===== src/rtl/fetch_ir_unit.sv =====
// PC, instruction register, memory data register and retired-instruction counter for the multi-cycle CPU.
// Optional macro PC_ALIGN_CHECK_EN: refuse misaligned next-PC values and raise a sticky MisalignErr.
module fetch_ir_unit #(
  parameter logic [31:0] PC_RESET    = 32'h0040_0000,
  parameter int          COUNT_WIDTH = 32
) (
  input  logic                   clk,
  input  logic                   reset,
  input  logic                   PCWrite,
  input  logic                   PCWriteCond,
  input  logic                   Zero,
  input  logic [1:0]             PCSource,
  input  logic [31:0]            ALUResult,
  input  logic [31:0]            ALUOut,
  input  logic [31:0]            RegA,
  input  logic [31:0]            MemData,
  input  logic                   MemRead,
  input  logic                   IRWrite,
  input  logic                   ExtOp,
  input  logic                   LuiOp,
  output logic [31:0]            PC,
  output logic [31:0]            Instruction,
  output logic [5:0]             OpCode,
  output logic [5:0]             Funct,
  output logic [4:0]             Rs,
  output logic [4:0]             Rt,
  output logic [4:0]             Rd,
  output logic [4:0]             Shamt,
  output logic [31:0]            ImmExt,
  output logic [31:0]            JumpTarget,
  output logic [31:0]            MDR,
  output logic [COUNT_WIDTH-1:0] InstCount,
  output logic                   IRValid
`ifdef PC_ALIGN_CHECK_EN
  ,
  output logic                   MisalignErr
`endif
);

  logic [31:0] next_pc;
  logic        pc_en;
  logic        pc_load;

  assign OpCode     = Instruction[31:26];
  assign Rs         = Instruction[25:21];
  assign Rt         = Instruction[20:16];
  assign Rd         = Instruction[15:11];
  assign Shamt      = Instruction[10:6];
  assign Funct      = Instruction[5:0];
  assign JumpTarget = {PC[31:28], Instruction[25:0], 2'b00};

  always_comb begin
    ImmExt = {16'h0000, Instruction[15:0]};
    if (LuiOp)
      ImmExt = {Instruction[15:0], 16'h0000};
    else if (ExtOp)
      ImmExt = {{16{Instruction[15]}}, Instruction[15:0]};
  end

  always_comb begin
    next_pc = ALUResult;
    case (PCSource)
      2'b00: next_pc = ALUResult;
      2'b01: next_pc = ALUOut;
      2'b10: next_pc = RegA;
      2'b11: next_pc = JumpTarget;
      default: next_pc = ALUResult;
    endcase
  end

  assign pc_en = PCWrite | (PCWriteCond & Zero);

`ifdef PC_ALIGN_CHECK_EN
  assign pc_load = pc_en & (next_pc[1:0] == 2'b00);

  always_ff @(posedge clk or posedge reset) begin
    if (reset)
      MisalignErr <= 1'b0;
    else if (pc_en && (next_pc[1:0] != 2'b00))
      MisalignErr <= 1'b1;
  end
`else
  assign pc_load = pc_en;
`endif

  always_ff @(posedge clk or posedge reset) begin
    if (reset)
      PC <= PC_RESET;
    else if (pc_load)
      PC <= next_pc;
  end

  // The counter tallies load strobes, so a held IRWrite counts every cycle.
  always_ff @(posedge clk or posedge reset) begin
    if (reset) begin
      Instruction <= 32'h0000_0000;
      InstCount   <= '0;
      IRValid     <= 1'b0;
    end else if (IRWrite) begin
      Instruction <= MemData;
      InstCount   <= InstCount + COUNT_WIDTH'(1);
      IRValid     <= 1'b1;
    end
  end

  // A fetch must not overwrite data brought in by an earlier load.
  always_ff @(posedge clk or posedge reset) begin
    if (reset)
      MDR <= 32'h0000_0000;
    else if (MemRead && !IRWrite)
      MDR <= MemData;
  end

endmodule


===== config.mk =====
export PLATFORM = sky130hd
export DESIGN_NAME = fetch_ir_unit
export DESIGN_NICKNAME = d
export VERILOG_FILES = /design/src/rtl/fetch_ir_unit.sv
export SDC_FILE = /design/constraint.sdc
export NUM_CORES = 1
export LEC_CHECK = 0
export ABC_AREA = 0
export ABC_CLOCK_PERIOD_IN_PS = 9350
export BUFFER_PORTS_ARGS = -buffer_cell sky130_fd_sc_hd__buf_2
export CORE_AREA = 2 2 140 142
export CTS_BUF_LIST = sky130_fd_sc_hd__clkbuf_16
export DETAILED_ROUTE_END_ITERATION = 10
export DIE_AREA = 0 0 142 144
export PLACE_DENSITY = 0.62
export SLEW_MARGIN = 5
export SYNTH_ARGS = -nofsm -noshare
export SYNTH_HDL_FRONTEND = slang
export SYNTH_SLANG_ARGS = --single-unit

===== constraint.sdc =====
create_clock -name clk -period 9.35 [get_ports clk]
set_input_delay 0.935 -clock clk [delete_from_list [all_inputs] [get_ports clk]]
set_output_delay 0.935 -clock clk [all_outputs]
set_load 0.01 [all_outputs]

* Word-level counts from Yosys, hierarchy flattened
Index checks and enable logic that the tools add are counted.
** Operators by class
- Add/sub/neg operators :: 1
- Eq/ne operators :: 3
- Mux-type cells :: 3
- Bitwise logic cells :: 3
- Reductions and logical operators :: 4
** Operators with widths (number)
- case mux 32 bit (4 select lines) :: 1
- two-way mux 32 bit :: 2
- adder 32 x 1 -> 32 bit, second input constant :: 1
- == test 2 bit, second input constant :: 2
- == test 2 x 1 -> 1 bit, second input constant :: 1
- zero test 2 bit :: 1
- AND reduction 2 bit :: 1
- bitwise AND 1 bit :: 1
- logical AND 1 bit :: 1
- zero test 1 bit :: 1
- NOT 1 bit :: 1
- bitwise OR 1 bit :: 1
** Word-level totals
- Bits in registers :: 129
- Bits of input ports :: 139
- Output and inout port bits :: 225
- Word-level logic and storage cells :: 20

* Depth between registers and ports, before layout
- Depth in word-level cells :: 3
- Depth in mapped cells :: 6
- Gate-level depth less buffers :: 5

* Least setup slack after synthesis
Ideal clock, no wire load.
- Path type :: in2out
- From :: input LuiOp
- To :: output ImmExt[21]
- Arrival :: 1.649 ns
- Required time :: 8.415 ns
- Path slack :: 6.766 ns
- Stages on the path :: 4
- Path buffers :: 1
- Cells stage by stage :: nor2b_1 > nand2_1 > clkbuf_1 > nand2_1
** On the way
- Word-level cells in the longest chain between the ends :: 1
** RTL lines
- start: declaration :: line 20 : input logic LuiOp,
- two-way mux 32 bit :: line 54 : if (LuiOp)
- end: declaration :: line 29 : output logic [31:0] ImmExt,
Every way passes these cells.

* Worst setup path in the final report
Same ends and word-level chain as after synthesis.

==> flow_metrics.env <==
export IMPL_crit_chain="buf_2 > nor2b_1 > nand2_1 > nand2_1 > buf_2"
export IMPL_hold_path_class="flop to flop"
export IMPL_slew_headroom_pct=30.4
export IMPL_htree_levels=4
export IMPL_arrival_ps=2250
export IMPL_skew_ps=11.4
export IMPL_ir_drop_uv=128
export IMPL_swShare_pct=29.2
export IMPL_setup_ws_ps=6170
export IMPL_grt_max_degree=74
export IMPL_reg2reg_slack_ps=7420
export IMPL_hpwlAfterDp_um=14700
export IMPL_tightest_slew_ps=1040
export IMPL_synth_edf_count=0
export IMPL_die_area_um2=20400
export IMPL_grt_pass1_wl_um=28700
export IMPL_synth_simple_area_share_pct=14.0
export IMPL_synth_xor_area_share_pct=4.17
export IMPL_min_period_over_period_pct=34.0
export IMPL_first_global_vias=4984
export IMPL_r2r_start="InstCount[0]"
export IMPL_netlist_area_um2=6510
export IMPL_hold_depth=2
export IMPL_core_area_um2=19100
export IMPL_clock_path_buffers=2
export IMPL_synthMuxAreaShare_pct=21.2
export IMPL_clk_pin_slew_ps=60
export IMPL_synth_largest_area_cell="dfrtp_1"
export IMPL_firstDrtPassIters=4
export IMPL_port_buffers=361
export IMPL_rsz0062_at_grt="no"
export IMPL_internal_power_mw=1.24
export IMPL_power_leakage_nw=4.53
export IMPL_fin_crit_ps=3180
export IMPL_ctsResizeCount=0
export IMPL_finalSetupTns_ps=0
export IMPL_timing_rr_end="InstCount[30]"
export IMPL_synth_adder_area_share_pct=0.192
export IMPL_start_util_pct=34.1
export IMPL_hold_buffers=0
export IMPL_post_cts_setup_buffer_count=0
export IMPL_ctsRootBufferMaster="clkbuf_16"
export IMPL_p_comb_share_pct=20.3
export IMPL_ys_warn_count=0
export IMPL_synthToLayoutAreaGrowth_pct=33.1
export IMPL_fmax_ghz=0.314
export IMPL_die_h_um=144
export IMPL_path_depth=5
export IMPL_synth_seq_area_share_pct=49.6
export IMPL_synth_most_common_cell="dfrtp_1"
export IMPL_crit_buf_inv=2
export IMPL_powerDensity_nw_per_um2=203
export IMPL_io_pins=364
export IMPL_rr_worst_depth=5
export IMPL_finalPower_mw=1.76
export IMPL_cts_tree="done"
export IMPL_max_stage_delay_ps=450
export IMPL_clkPwrFrac_pct=39.7
export IMPL_die_w_um=142
export IMPL_maxCapViolCount=0
export IMPL_netlist_area_leader_share_pct=49.2
export IMPL_nNetsFinal=996
export IMPL_p_switching_mw=0.512
export IMPL_drt_iter0_drc=181
export IMPL_num_rows=51
export IMPL_netlist_top_cells_area="dfrtp_1, mux2_2, mux4_2"
export IMPL_setup_viol=0
export IMPL_post_route_cells_drive_above_1_share_pct=56.4
export IMPL_antenna_found_initial=1
export IMPL_netlist_top_cells_count="dfrtp_1, nand2_1, buf_4, mux2_2, mux4_2"
export IMPL_ys_types=36
export IMPL_crit_type="primary input to output port"
export IMPL_syn_area_per_cell_um2=11.5
export IMPL_routed_wl_um=19600
export IMPL_cp_max_fo=32
export IMPL_crit_path_end_kind="output port"
export IMPL_dr_total_vias=5243
export IMPL_wl_per_cell_um=17.7
export IMPL_diodes=0
export IMPL_outcome="completed"
export IMPL_crit_required_ps=8420
export IMPL_drc=0
export IMPL_maxSlewViolCount=0
export IMPL_crit_family="simple AND/OR/NAND/NOR gates"
export IMPL_crit_slowest_cell="nand2_1"
export IMPL_clk_latency_ps=420
export IMPL_dpl_worst_slack_ps=6170
export IMPL_start_kind="primary input"
export IMPL_grt_usage_pct=18.6
export IMPL_synth_top_family_by_area="multiplexers"
export IMPL_ant_nets=0
export IMPL_ys_async_sr_fraction_pct=100
export IMPL_synth_compound_area_share_pct=1.38
export IMPL_hold_end="PC[22]"
export IMPL_cts_sinks=129
export IMPL_hp_start="PC[22]"
export IMPL_via_per_inst=4.74
export IMPL_cts_buffers=17
export IMPL_hold_viol_final=0
export IMPL_seq_power_share_pct=40.0
export IMPL_gp_congestion=0.785
export IMPL_gr_total_overflow=0
export IMPL_syn_inst=565
export IMPL_yosys_most_used_dff="dfrtp_1"
export IMPL_ys_seq_elements=129
-- cell usage in the layout, fill, tap and decap left out, types with 2 or more instances in the layout --
cell type	n
buf_2	361
dfrtp_1	128
nand2_1	123
mux2_2	63
mux4_2	26
xnor2_1	23
nor2b_1	17
clkbuf_16	17
nand4_1	13
nor2_1	12
nand3_1	8
xor2_1	8
and4_1	7
a21oi_1	7
mux2i_1	6
and3_1	5
clkinv_4	4
bufinv_16	4
inv_1	3
o21ai_0	3
buf_4	3
or2_2	2
and2_1	2
inv_6	2
mux2_1	2
conb_1	2
clkinv_2	2
clkinv_1	2
-- power groups by stage --
stage	registers, mW	logic (mW)	clock network [mW]
4_1_cts	0.703	0.362	0.713
3_3_place_gp	0.711	0.357	0
3_5_place_dp	0.712	0.361	0
5_1_grt	0.715	0.391	0.738
6_report	0.703	0.356	0.696
2_1_floorplan	0.724	0.196	0
-- per-layer routing --
| metal | routed length (µm) | GRT usage, % | vias up |
|---|---|---|---|
| met1 | 8650 | 25.3 | 2560 |
| li1 | - | - | 2442 |
| met4 | 335 | 6.21 | 2 |
| met5 | 13 | 0 | - |
| met2 | 9270 | 29.0 | 210 |
| met3 | 1350 | 5.10 | 29 |
-- sequential cells by signal, summed over array words and instances, names as in the netlist --
register	flops
PC	32
Instruction	32
IRValid	1
MDR	32
InstCount	32
-- worst max path at each step --
stage	startpoint	end	slack, ps
2_1_floorplan	reset	IRValid	4980
3_3_place_gp	IRWrite	MDR[4]	6210
3_5_place_dp	IRWrite	MDR[1]	6170
4_1_cts	LuiOp	ImmExt[23]	6190
5_1_grt	LuiOp	ImmExt[21]	6050
6_report	LuiOp	ImmExt[21]	6170
-- layout make-up --
class	count	area [µm²]
fillers	1829	10400
flip-flops and latches	129	3230
multi-input cells	341	2680
repair buffers	364	1830
clock buffers	17	425
well taps	238	298
clock inverters	15	193
inverters	3	16.3
-- tightest hold or removal path, cell delays in order (launching register included) --
cell     delay, ps
dfstp_2        360
nand2_1         40
nand2_1         40
-- stage by stage --
step	area (µm²)	utilization (%)	instances	hold slack, ps
after floorplan	6520	-	566	460
after global placement	8050	42.2	1075	441
after detailed placement	8050	42.2	1075	444
after CTS	8670	45.4	1107	453
after global routing	8670	45.4	1107	478
final	8670	45.4	1107	450
-- kinds of logic (layout without fill, tap and decap cells) --
family / after synthesis / count (layout)
muxes: 97 / 97
and+or+nand+nor: 194 / 194
adders and majority gates: 1 / 1
other: 1 / 2
DFF: 129 / 129
buffers and inverters: 96 / 399
xor gates and xnor gates: 31 / 31
AOI/OAI and AO/OA: 16 / 16
(Power assumes the default switching activity.)
